<file path="src/rtl/dm_port_arb_if.sv">
`default_nettype none
// ============================================================================
// Module   : dm_port_arb_if
// Purpose  : CPU / loader request ports plus the shared data-memory port.
// Revision : 1.0  initial release
// ============================================================================
interface dm_port_arb_if #(
    parameter int AW = 16,
    parameter int DW = 32
);
    logic          req0;
    logic          we0;
    logic [AW-1:0] addr0;
    logic [DW-1:0] wdata0;
    logic          gnt0;
    logic          rvalid0;
    logic [DW-1:0] rdata0;

    logic          req1;
    logic          we1;
    logic [AW-1:0] addr1;
    logic [DW-1:0] wdata1;
    logic          lock1;
    logic          gnt1;
    logic          rvalid1;
    logic [DW-1:0] rdata1;

    logic [AW-1:0] mem_addr;
    logic [DW-1:0] mem_wdata;
    logic          mem_we;
    logic [DW-1:0] mem_rdata;
    logic          busy;

    // Requesters and the memory sit on the master side.
    modport master (
        output req0, we0, addr0, wdata0,
        input  gnt0, rvalid0, rdata0,
        output req1, we1, addr1, wdata1, lock1,
        input  gnt1, rvalid1, rdata1,
        input  mem_addr, mem_wdata, mem_we,
        output mem_rdata,
        input  busy
    );

    modport slave (
        input  req0, we0, addr0, wdata0,
        output gnt0, rvalid0, rdata0,
        input  req1, we1, addr1, wdata1, lock1,
        output gnt1, rvalid1, rdata1,
        output mem_addr, mem_wdata, mem_we,
        input  mem_rdata,
        output busy
    );
endinterface
`default_nettype wire

</file>
<file path="src/rtl/dm_port_arb.sv">
`default_nettype none
// ============================================================================
// Module   : dm_port_arb
// Purpose  : Round-robin CPU/loader arbiter and sequencer for the data memory.
// Revision : 1.0  initial release
// ============================================================================
module dm_port_arb #(
    parameter int AW     = 16,
    parameter int DW     = 32,
    parameter int RD_LAT = 1
) (
    input  wire logic    clk,
    input  wire logic    rst_f,
    dm_port_arb_if.slave bus
);
    localparam logic [1:0] c_ST_IDLE  = 2'd0;
    localparam logic [1:0] c_ST_ISSUE = 2'd1;
    localparam logic [1:0] c_ST_WAIT  = 2'd2;
    localparam logic [2:0] c_LAT_LOAD = 3'(RD_LAT - 1);

    logic [1:0]    r_state;
    logic [2:0]    r_cnt;
    logic          r_last;
    logic          r_lock_hold;
    logic          r_win;
    logic          r_we;
    logic [AW-1:0] r_addr;
    logic [DW-1:0] r_wdata;
    logic          r_gnt0;
    logic          r_gnt1;
    logic          r_rvalid0;
    logic          r_rvalid1;
    logic [DW-1:0] r_rdata0;
    logic [DW-1:0] r_rdata1;
    logic          r_mem_we;
    logic          r_busy;

    logic          w_any;
    logic          w_pick1;

    always_comb begin
        w_any   = bus.req0 | bus.req1;
        w_pick1 = 1'b0;
        if (r_lock_hold && bus.req1)
            w_pick1 = 1'b1;
        else if (bus.req1 && !bus.req0)
            w_pick1 = 1'b1;
        else if (bus.req0 && !bus.req1)
            w_pick1 = 1'b0;
        else
            w_pick1 = ~r_last;
    end

    always_ff @(posedge clk) begin
        if (rst_f) begin
            r_state     <= c_ST_IDLE;
            r_cnt       <= 3'd0;
            r_last      <= 1'b1;
            r_lock_hold <= 1'b0;
            r_win       <= 1'b0;
            r_we        <= 1'b0;
            r_addr      <= '0;
            r_wdata     <= '0;
            r_gnt0      <= 1'b0;
            r_gnt1      <= 1'b0;
            r_rvalid0   <= 1'b0;
            r_rvalid1   <= 1'b0;
            r_rdata0    <= '0;
            r_rdata1    <= '0;
            r_mem_we    <= 1'b0;
            r_busy      <= 1'b0;
        end else begin
            r_gnt0    <= 1'b0;
            r_gnt1    <= 1'b0;
            r_rvalid0 <= 1'b0;
            r_rvalid1 <= 1'b0;
            r_mem_we  <= 1'b0;
            case (r_state)
                c_ST_IDLE: begin
                    if (w_any) begin
                        // Grant, strobe and round-robin state all take effect in the issue cycle.
                        r_win       <= w_pick1;
                        r_we        <= w_pick1 ? bus.we1    : bus.we0;
                        r_addr      <= w_pick1 ? bus.addr1  : bus.addr0;
                        r_wdata     <= w_pick1 ? bus.wdata1 : bus.wdata0;
                        r_mem_we    <= w_pick1 ? bus.we1    : bus.we0;
                        r_gnt0      <= ~w_pick1;
                        r_gnt1      <= w_pick1;
                        r_last      <= w_pick1;
                        r_lock_hold <= w_pick1 & bus.lock1;
                        r_busy      <= 1'b1;
                        r_state     <= c_ST_ISSUE;
                    end else begin
                        r_lock_hold <= 1'b0;
                        r_busy      <= 1'b0;
                    end
                end
                c_ST_ISSUE: begin
                    if (r_we) begin
                        r_busy  <= 1'b0;
                        r_state <= c_ST_IDLE;
                    end else begin
                        r_cnt   <= c_LAT_LOAD;
                        r_state <= c_ST_WAIT;
                    end
                end
                c_ST_WAIT: begin
                    if (r_cnt == 3'd0) begin
                        if (r_win) begin
                            r_rdata1  <= bus.mem_rdata;
                            r_rvalid1 <= 1'b1;
                        end else begin
                            r_rdata0  <= bus.mem_rdata;
                            r_rvalid0 <= 1'b1;
                        end
                        r_busy  <= 1'b0;
                        r_state <= c_ST_IDLE;
                    end else begin
                        r_cnt <= r_cnt - 3'd1;
                    end
                end
                default: begin
                    r_busy  <= 1'b0;
                    r_state <= c_ST_IDLE;
                end
            endcase
        end
    end

    assign bus.gnt0      = r_gnt0;
    assign bus.gnt1      = r_gnt1;
    assign bus.rvalid0   = r_rvalid0;
    assign bus.rvalid1   = r_rvalid1;
    assign bus.rdata0    = r_rdata0;
    assign bus.rdata1    = r_rdata1;
    assign bus.mem_addr  = r_addr;
    assign bus.mem_wdata = r_wdata;
    assign bus.mem_we    = r_mem_we;
    assign bus.busy      = r_busy;
endmodule
`default_nettype wire

</file>
<file path="src/flat_wrapper.sv">
// flat-port wrapper written by rule: the top's interface ports become plain ports
module dm_port_arb_flat 
#(
    parameter int AW     = 16,
    parameter int DW     = 32,
    parameter int RD_LAT = 1
)
  (clk, rst_f, bus_req0, bus_we0, bus_addr0, bus_wdata0, bus_gnt0, bus_rvalid0, bus_rdata0, bus_req1, bus_we1, bus_addr1, bus_wdata1, bus_lock1, bus_gnt1, bus_rvalid1, bus_rdata1, bus_mem_addr, bus_mem_wdata, bus_mem_we, bus_mem_rdata, bus_busy);
  dm_port_arb_if #(.AW(AW), .DW(DW)) bus_i ();
  input  wire logic clk;
  input  wire logic rst_f;
  input wire logic [$bits(bus_i.req0)-1:0] bus_req0;
  input wire logic [$bits(bus_i.we0)-1:0] bus_we0;
  input wire logic [$bits(bus_i.addr0)-1:0] bus_addr0;
  input wire logic [$bits(bus_i.wdata0)-1:0] bus_wdata0;
  output wire logic [$bits(bus_i.gnt0)-1:0] bus_gnt0;
  output wire logic [$bits(bus_i.rvalid0)-1:0] bus_rvalid0;
  output wire logic [$bits(bus_i.rdata0)-1:0] bus_rdata0;
  input wire logic [$bits(bus_i.req1)-1:0] bus_req1;
  input wire logic [$bits(bus_i.we1)-1:0] bus_we1;
  input wire logic [$bits(bus_i.addr1)-1:0] bus_addr1;
  input wire logic [$bits(bus_i.wdata1)-1:0] bus_wdata1;
  input wire logic [$bits(bus_i.lock1)-1:0] bus_lock1;
  output wire logic [$bits(bus_i.gnt1)-1:0] bus_gnt1;
  output wire logic [$bits(bus_i.rvalid1)-1:0] bus_rvalid1;
  output wire logic [$bits(bus_i.rdata1)-1:0] bus_rdata1;
  output wire logic [$bits(bus_i.mem_addr)-1:0] bus_mem_addr;
  output wire logic [$bits(bus_i.mem_wdata)-1:0] bus_mem_wdata;
  output wire logic [$bits(bus_i.mem_we)-1:0] bus_mem_we;
  input wire logic [$bits(bus_i.mem_rdata)-1:0] bus_mem_rdata;
  output wire logic [$bits(bus_i.busy)-1:0] bus_busy;
  assign bus_i.req0 = bus_req0;
  assign bus_i.we0 = bus_we0;
  assign bus_i.addr0 = bus_addr0;
  assign bus_i.wdata0 = bus_wdata0;
  assign bus_gnt0 = bus_i.gnt0;
  assign bus_rvalid0 = bus_i.rvalid0;
  assign bus_rdata0 = bus_i.rdata0;
  assign bus_i.req1 = bus_req1;
  assign bus_i.we1 = bus_we1;
  assign bus_i.addr1 = bus_addr1;
  assign bus_i.wdata1 = bus_wdata1;
  assign bus_i.lock1 = bus_lock1;
  assign bus_gnt1 = bus_i.gnt1;
  assign bus_rvalid1 = bus_i.rvalid1;
  assign bus_rdata1 = bus_i.rdata1;
  assign bus_mem_addr = bus_i.mem_addr;
  assign bus_mem_wdata = bus_i.mem_wdata;
  assign bus_mem_we = bus_i.mem_we;
  assign bus_i.mem_rdata = bus_mem_rdata;
  assign bus_busy = bus_i.busy;
  dm_port_arb #(.AW(AW), .DW(DW), .RD_LAT(RD_LAT)) u_core (.clk(clk), .rst_f(rst_f), .bus(bus_i));
endmodule
</file>
<file path="config.mk">
export PLATFORM = sky130hd
export DESIGN_NAME = dm_port_arb_flat
export DESIGN_NICKNAME = d
export VERILOG_FILES = /design/src/rtl/dm_port_arb_if.sv /design/src/rtl/dm_port_arb.sv /design/src/flat_wrapper.sv
export SDC_FILE = /design/constraint.sdc
export NUM_CORES = 1
export LEC_CHECK = 0
export CAP_MARGIN = 10
export CORE_ASPECT_RATIO = 0.7
export CORE_MARGIN = 5
export CORE_UTILIZATION = 36
export CTS_BUF_LIST = sky130_fd_sc_hd__clkbuf_8
export DETAILED_ROUTE_END_ITERATION = 8
export GPL_ROUTABILITY_DRIVEN = 0
export PLACE_DENSITY = 0.72
export SLEW_MARGIN = 20
export SYNTH_ARGS = -nofsm -noshare
export SYNTH_HDL_FRONTEND = slang
export SYNTH_SLANG_ARGS = --single-unit
</file>
<file path="constraint.sdc">
create_clock -name clk -period 3.6 [get_ports clk]
set_input_delay 0.72 -clock clk [delete_from_list [all_inputs] [get_ports clk]]
set_output_delay 0.72 -clock clk [all_outputs]
set_load 0.02 [all_outputs]
</file>
==> impl_metrics.json, run 1 <==
{
  "async_reset_ff_share_pct": 0,
  "synth_area_leaders": "dfxtp_1 (48%), nor4_2 (11%), nand2_1 (9.5%), nor3_1 (9.4%), a21oi_1 (6.6%)",
  "leakage_uw": 0.00283,
  "grt_pass1_vias": 5087,
  "holdWs_ps": 453,
  "drive_above_1_share_pct": 11.2,
  "avgViaCountPerCell": 4.80,
  "syn_avg_cell_area_sq_um": 8.39,
  "worstHoldStart": "u_core.bus.rdata0[29]$_SDFFE_PP0P_",
  "critPathKind": "in2reg",
  "insertion_delay_ps": 430,
  "power_frac_clock_pct": 34.8,
  "grt_max_degree": 103,
  "clkTransAtPathRegs_ps": 80,
  "ys.flop_type": "dfxtp_1",
  "min_path_cells": 2,
  "min_period_ps": 2240,
  "reg2reg_to": "u_core.bus.mem_addr[6]$_SDFFE_PP0P_",
  "numCtsBuffers": 17,
  "synthCells": 628,
  "cts_root_buf": "clkbuf_8",
  "finalSetupViolations": 0,
  "cp.required_ps": 3930,
  "syn_area_sq_mm": 0.00527,
  "place.port_buffers": 252,
  "hp-class": "reg2reg",
  "fin_area_sq_mm": 0.00832,
  "cts_resized": 0,
  "total_power_uw": 3820,
  "cts_sinks": 127,
  "drtIter0Drc": 199,
  "worstPathCellList": "clkdlybuf4s50_1, o21bai_1, and2_2, buf_12, nor3_1, nor4_2",
  "fin_worst_skew_ps": 12.7,
  "r2r-start": "u_core.r_state[0]$_SDFFE_PP0P_",
  "antenna_found_initial": 0,
  "synth_cell_types": 34,
  "p_sw_share_pct": 29.6,
  "ios": 253,
  "die_y_um": 111,
  "syn_to_final_growth_pct": 57.9,
  "pwr-share-comb_pct": 24.3,
  "synth_warnings": 0,
  "setup_tns_ps": 0,
  "clockBufferDepth": 2,
  "cts_setup_buffers": 0,
  "max_freq_mhz": 447,
  "grt_pass1_wl_mm": 26.3,
  "drc": 0,
  "switchingPower_uw": 1130,
  "die_w_um": 155,
  "p_per_area_mw_per_mm2": 459,
  "insertedDiodeCount": 0,
  "crit_path_end_kind": "register",
  "wl_per_cell_um": 15.5,
  "worst_slew_pin_slew_ps": 678,
  "cp_slowest_cell": "clkdlybuf4s50_1",
  "place_ws_ps": 929,
  "r2r_slack_ps": 1660,
  "wl_mm": 16.4,
  "fillCellCount": 1372,
  "cp_num_buf_inv": 2,
  "yosysTopAreaCell": "dfxtp_1",
  "syn-num-nets": 768,
  "max_slew_margin_pct": 54.7,
  "max_stage_delay_ps": 490,
  "netlist.area_leader.share_pct": 48.3,
  "path_delay_family": "simple AND/OR/NAND/NOR gates",
  "dr.pass1.iters": 4,
  "worstPathArrival_ps": 2570,
  "core-area_sq_mm": 0.0145,
  "synth_seq_cells": 127,
  "htreeDepth": 4,
  "num_vias": 5094,
  "maxSlewViolCount": 0,
  "maxCapViolCount": 0,
  "gr-total-overflow": 0,
  "crit_fanout": 30,
  "reg2reg_depth": 7,
  "grt_use_total_pct": 18.7,
  "cts_tree": "yes",
  "p_int_uw": 2690,
  "startpoint_type": "input port",
  "dpl-instance-area_sq_mm": 0.00789,
  "cts-hold-fix-buffers": 0,
  "die-area_sq_mm": 0.0172,
  "period_share_pct": 62.1,
  "start_util_pct": 36.2,
  "dp_hpwl_mm": 11.4,
  "ant_nets": 0,
  "sequentialPowerShare_pct": 40.9,
  "rsz0062_at_grt": "false",
  "synth-edff-count": 0,
  "whs_endpoint": "u_core.bus.rdata0[29]$_SDFFE_PP0P_",
  "fp-row-count": 37,
  "hold_violations": 0,
  "yosysSeqAreaShare_pct": 48.3,
  "setup_ws_ps": 1360,
  "ir_worst_vdd_v": 0.000223,
  "nets": 994,
  "status": "finished clean"
}
power by group through the flow:
stage	combinational, uW	clock (uW)	sequential [uW]
3_5_place_dp	933	0	1590
2_1_floorplan	381	0	1710
6_report	928	1330	1560
3_3_place_gp	929	0	1590
5_1_grt	1000	1440	1580
4_1_cts	938	1370	1560
how the worst max path moves through the flow:
stage / startpoint / to / slack, ps / cells past startpoint
after CTS: bus_req1 / u_core.bus.mem_addr[2]$_SDFFE_PP0P_ / 1380 / 6
final: bus_req0 / u_core.bus.mem_addr[6]$_SDFFE_PP0P_ / 1360 / 6
after floorplan: bus_req1 / u_core.bus.mem_wdata[24]$_SDFFE_PP0P_ / 1940 / 6
after detailed placement: bus_req1 / u_core.bus.mem_addr[6]$_SDFFE_PP0P_ / 930 / 6
after global routing: bus_req0 / u_core.bus.mem_addr[15]$_SDFFE_PP0P_ / 1260 / 6
after global placement: bus_req1 / u_core.bus.mem_addr[15]$_SDFFE_PP0P_ / 1010 / 6
layer usage:
layer / GRT usage [%] / routed length (um)
met4: 5.12 / 336
met1: 23.5 / 7340
met3: 8.97 / 1660
met5: 0 / 0
met2: 28.6 / 7100
state kept, by name, summed over array words and instances, names as in the netlist:
signal / count
u_core.bus.gnt1: 1
u_core.bus.rdata1: 32
u_core.bus.rdata0: 32
u_core.bus.mem_we: 1
u_core.bus.busy: 1
u_core.bus.mem_addr: 16
u_core.bus.gnt0: 1
u_core.r_lock_hold: 1
u_core.bus.rvalid1: 1
u_core.r_we: 1
u_core.r_win: 1
u_core.bus.rvalid0: 1
u_core.r_last: 1
u_core.r_cnt: 3
u_core.r_state: 2
u_core.bus.mem_wdata: 32
per-stage QoR:
step	instances	util, %
2_1_floorplan	628	-
3_3_place_gp	1030	54.3
3_5_place_dp	1030	54.3
4_1_cts	1062	57.2
5_1_grt	1062	57.2
6_report	1062	57.2
cell families after synthesis:
kind of cell             synth area share [%]
adder cells (fa/ha/maj)                  1.19
flip-flops                               48.3
buffers and inverters                    6.03
multiplexers                            0.570
AO/OA/AOI/OAI                            7.91
AND/OR/NAND/NOR                          36.0
synthesized netlist by cell type (2+ instances only):
| library cell | number |
|---|---|
| a21oi_1 | 70 |
| buf_1 | 3 |
| buf_2 | 23 |
| buf_4 | 5 |
| buf_6 | 5 |
| clkbuf_1 | 19 |
| dfxtp_1 | 127 |
| ha_1 | 5 |
| inv_1 | 7 |
| mux2i_1 | 3 |
| nand2_1 | 134 |
| nand2b_1 | 2 |
| nor2_1 | 58 |
| nor2_2 | 3 |
| nor3_1 | 99 |
| nor4_2 | 47 |
worst reg2reg max path, stage by stage, from the launching register on:
cell and delay, ps:
dfxtp_1 330, inv_1 80, ha_1 260, inv_1 120, nor2_4 560, buf_12 260, nor2_1 90, nor4_2 160
final cells by class:
class / instances / area [sq um] / area share, %
Clock inverter: 12 / 159 / 1.91
Multi-Input combinational cell: 439 / 2430 / 29.2
Sequential cell: 127 / 2540 / 30.6
Inverter: 7 / 26.3 / 0.316
Tap cell: 195 / 244 / 2.93
Timing Repair Buffer: 262 / 2650 / 31.8
Clock buffer: 20 / 275 / 3.31
cell usage in the layout, fill, tap and decap left out, drive strengths merged, types with 3 or more instances in the layout:
master,n
a21oi,70
buf,11
bufinv,3
clkbuf,20
clkdlybuf4s50,251
clkinv,3
clkinvlp,5
dfxtp,127
ha,5
inv,8
mux2i,3
nand2,134
nor2,61
nor3,99
nor4,48
(Power assumes the default switching activity.)
==> run 2: changes to the inputs <==
==> constraint.sdc (replaced) <==
create_clock -name clk -period 2.3 [get_ports clk]
set_input_delay 0.46 -clock clk [delete_from_list [all_inputs] [get_ports clk]]
set_output_delay 0.46 -clock clk [all_outputs]
set_load 0.02 [all_outputs]
==> run 2 against run 1 <==
- hold slack about the same
- sequential power grew 56%
- non-clock buffer count rose by 6
- cell count up 0.56%
- clock-buffer cell count fell by 1
- setup slack worse by 930 ps
- sequential share of layout area fell by 0.35 points
- global-route usage shrank 0.10 points
- first-iteration DRC count grew 25%
- critical endpoint is now bus_busy
- largest power group unchanged
- highest routed layer unchanged
- register-to-register slack got worse by 1000 ps
==> impl_metrics.json, run 2 (synthesized netlist as in run 1, its figures left out) <==
{
  "numCtsBuffers": 17,
  "critPathKind": "reg2out",
  "die-area_sq_mm": 0.0172,
  "layout_commonest_cell": "clkdlybuf4s50_1",
  "p_per_area_mw_per_mm2": 724,
  "cts_sinks": 127,
  "cts_root_buf": "clkbuf_8",
  "nets": 1000,
  "cts_setup_buffers": 0,
  "max_slew_margin_pct": 63.3,
  "dr.pass1.iters": 4,
  "htreeDepth": 4,
  "finalSetupViolations": 0,
  "cts-hold-fix-buffers": 0,
  "startpoint_type": "register",
  "setup_tns_ps": 0,
  "power_frac_clock_pct": 35.4,
  "drc": 0,
  "gr-total-overflow": 0,
  "seqCellArea_sq_mm": 0.00254,
  "wl_mm": 16.4,
  "drtIter0Drc": 249,
  "p_sw_share_pct": 29.1,
  "place.port_buffers": 252,
  "cts_resized": 0,
  "maxCapViolCount": 0,
  "max_stage_delay_ps": 640,
  "cp.required_ps": 1840,
  "fp-row-count": 37,
  "ir_worst_vdd_v": 0.000378,
  "insertion_delay_ps": 420,
  "period_share_pct": 81.0,
  "grt_use_total_pct": 18.6,
  "total_power_uw": 6090,
  "cts_tree": "yes",
  "cp-endpoint": "bus_busy",
  "place_ws_ps": 252,
  "die_y_um": 111,
  "status": "finished clean",
  "holdWs_ps": 453,
  "p_int_uw": 4320,
  "ios": 253,
  "fillCellCount": 1355,
  "num_vias": 5189,
  "wl_per_cell_um": 15.4,
  "r2r_slack_ps": 610,
  "cp_num_buf_inv": 1,
  "hp-class": "reg2reg",
  "syn_to_final_growth_pct": 59.7,
  "min_period_ps": 1860,
  "antenna_found_initial": 0,
  "sequentialPowerShare_pct": 40.1,
  "setup_ws_ps": 436,
  "switchingPower_uw": 1770,
  "fin_worst_skew_ps": 16.1,
  "reg2reg_to": "u_core.r_we$_SDFFE_PP0P_",
  "max_freq_mhz": 537,
  "final_cell_mix": "clkdlybuf4s50_1 (251), nand2_1 (133), dfxtp_1 (127)",
  "dp_hpwl_mm": 11.7,
  "clockBufferDepth": 2,
  "core-area_sq_mm": 0.0145,
  "cp_slowest_cell": "clkdlybuf4s50_1",
  "leakage_uw": 0.00289,
  "grt_pass1_wl_mm": 26.1,
  "path_delay_family": "buffers and inverters",
  "r2r-start": "u_core.r_state[1]$_SDFFE_PP0P_",
  "crit_path_start": "u_core.bus.busy$_SDFFE_PP0P_",
  "maxSlewViolCount": 0,
  "cp.depth": 1,
  "crit_fanout": 2,
  "grt_max_degree": 57,
  "multi_input_area_sq_mm": 0.00243,
  "min_path_cells": 2,
  "worstPathCellList": "clkdlybuf4s50_1",
  "avgViaCountPerCell": 4.86,
  "rsz0062_at_grt": "false",
  "drive_above_1_share_pct": 11.7,
  "die_w_um": 155,
  "worst_slew_pin_slew_ps": 546,
  "grt_pass1_vias": 5045,
  "hold_violations": 0,
  "start_util_pct": 36.2,
  "crit_path_end_kind": "output pin",
  "insertedDiodeCount": 0,
  "pwr-share-comb_pct": 24.5,
  "ant_nets": 0,
  "clkTransAtPathRegs_ps": 70,
  "reg2reg_depth": 7,
  "worstPathArrival_ps": 1400
}
run 2: worst min-delay path by stage:
stage                                            start                                  to  slack, ps
global placement    u_core.bus.rdata1[23]$_SDFFE_PP0P_  u_core.bus.rdata1[23]$_SDFFE_PP0P_        440
global route                                     rst_f        u_core.r_cnt[2]$_SDFFE_PP0P_        450
floorplan                 u_core.r_cnt[0]$_SDFFE_PP0P_        u_core.r_cnt[0]$_SDFFE_PP0P_        430
CTS                                              rst_f        u_core.r_cnt[2]$_SDFFE_PP0P_        430
finish               u_core.bus.rdata0[4]$_SDFFE_PP0P_   u_core.bus.rdata0[4]$_SDFFE_PP0P_        450
detailed placement  u_core.bus.rdata0[29]$_SDFFE_PP0P_  u_core.bus.rdata0[29]$_SDFFE_PP0P_        450
run 2: final cells by class:
type                       instances  area share [%]
inverter                           7           0.312
tap                              195            2.90
clock inverter                    13            2.21
clock buffer                      19            3.11
multi-input combinational        439            28.9
sequential                       127            30.2
timing repair buffer             268            32.4
run 2: worst register-to-register path, stage by stage, from the launching register on:
cell	delay, ps
dfxtp_1	330
inv_1	80
ha_1	260
inv_1	120
nor2_4	320
buf_4	260
nor2_1	60
a211oi_1	180
run 2: routing by layer:
layer | global-route usage, % | up-vias | wire, um
met5 | 0 | - | 0
met4 | 5.29 | 0 | 216
met3 | 8.43 | 18 | 1720
met2 | 28.5 | 183 | 7230
met1 | 23.6 | 2383 | 7240
li1 | - | 2605 | -
run 2: power groups by stage:
stage / logic, uW / registers [uW] / clock network, uW
after floorplan: 596 / 2680 / 0
after global placement: 1500 / 2490 / 0
after detailed placement: 1500 / 2500 / 0
after CTS: 1510 / 2440 / 2210
after global routing: 1610 / 2460 / 2320
final: 1490 / 2440 / 2150
run 2: per-stage QoR:
step | cells | utilization (%) | instance area [sq um]
6_report | 1068 | 57.9 | 8420
4_1_cts | 1068 | 57.9 | 8420
3_5_place_dp | 1036 | 54.8 | 7970
2_1_floorplan | 628 | - | 5270
5_1_grt | 1068 | 57.9 | 8420
3_3_place_gp | 1036 | 54.8 | 7970
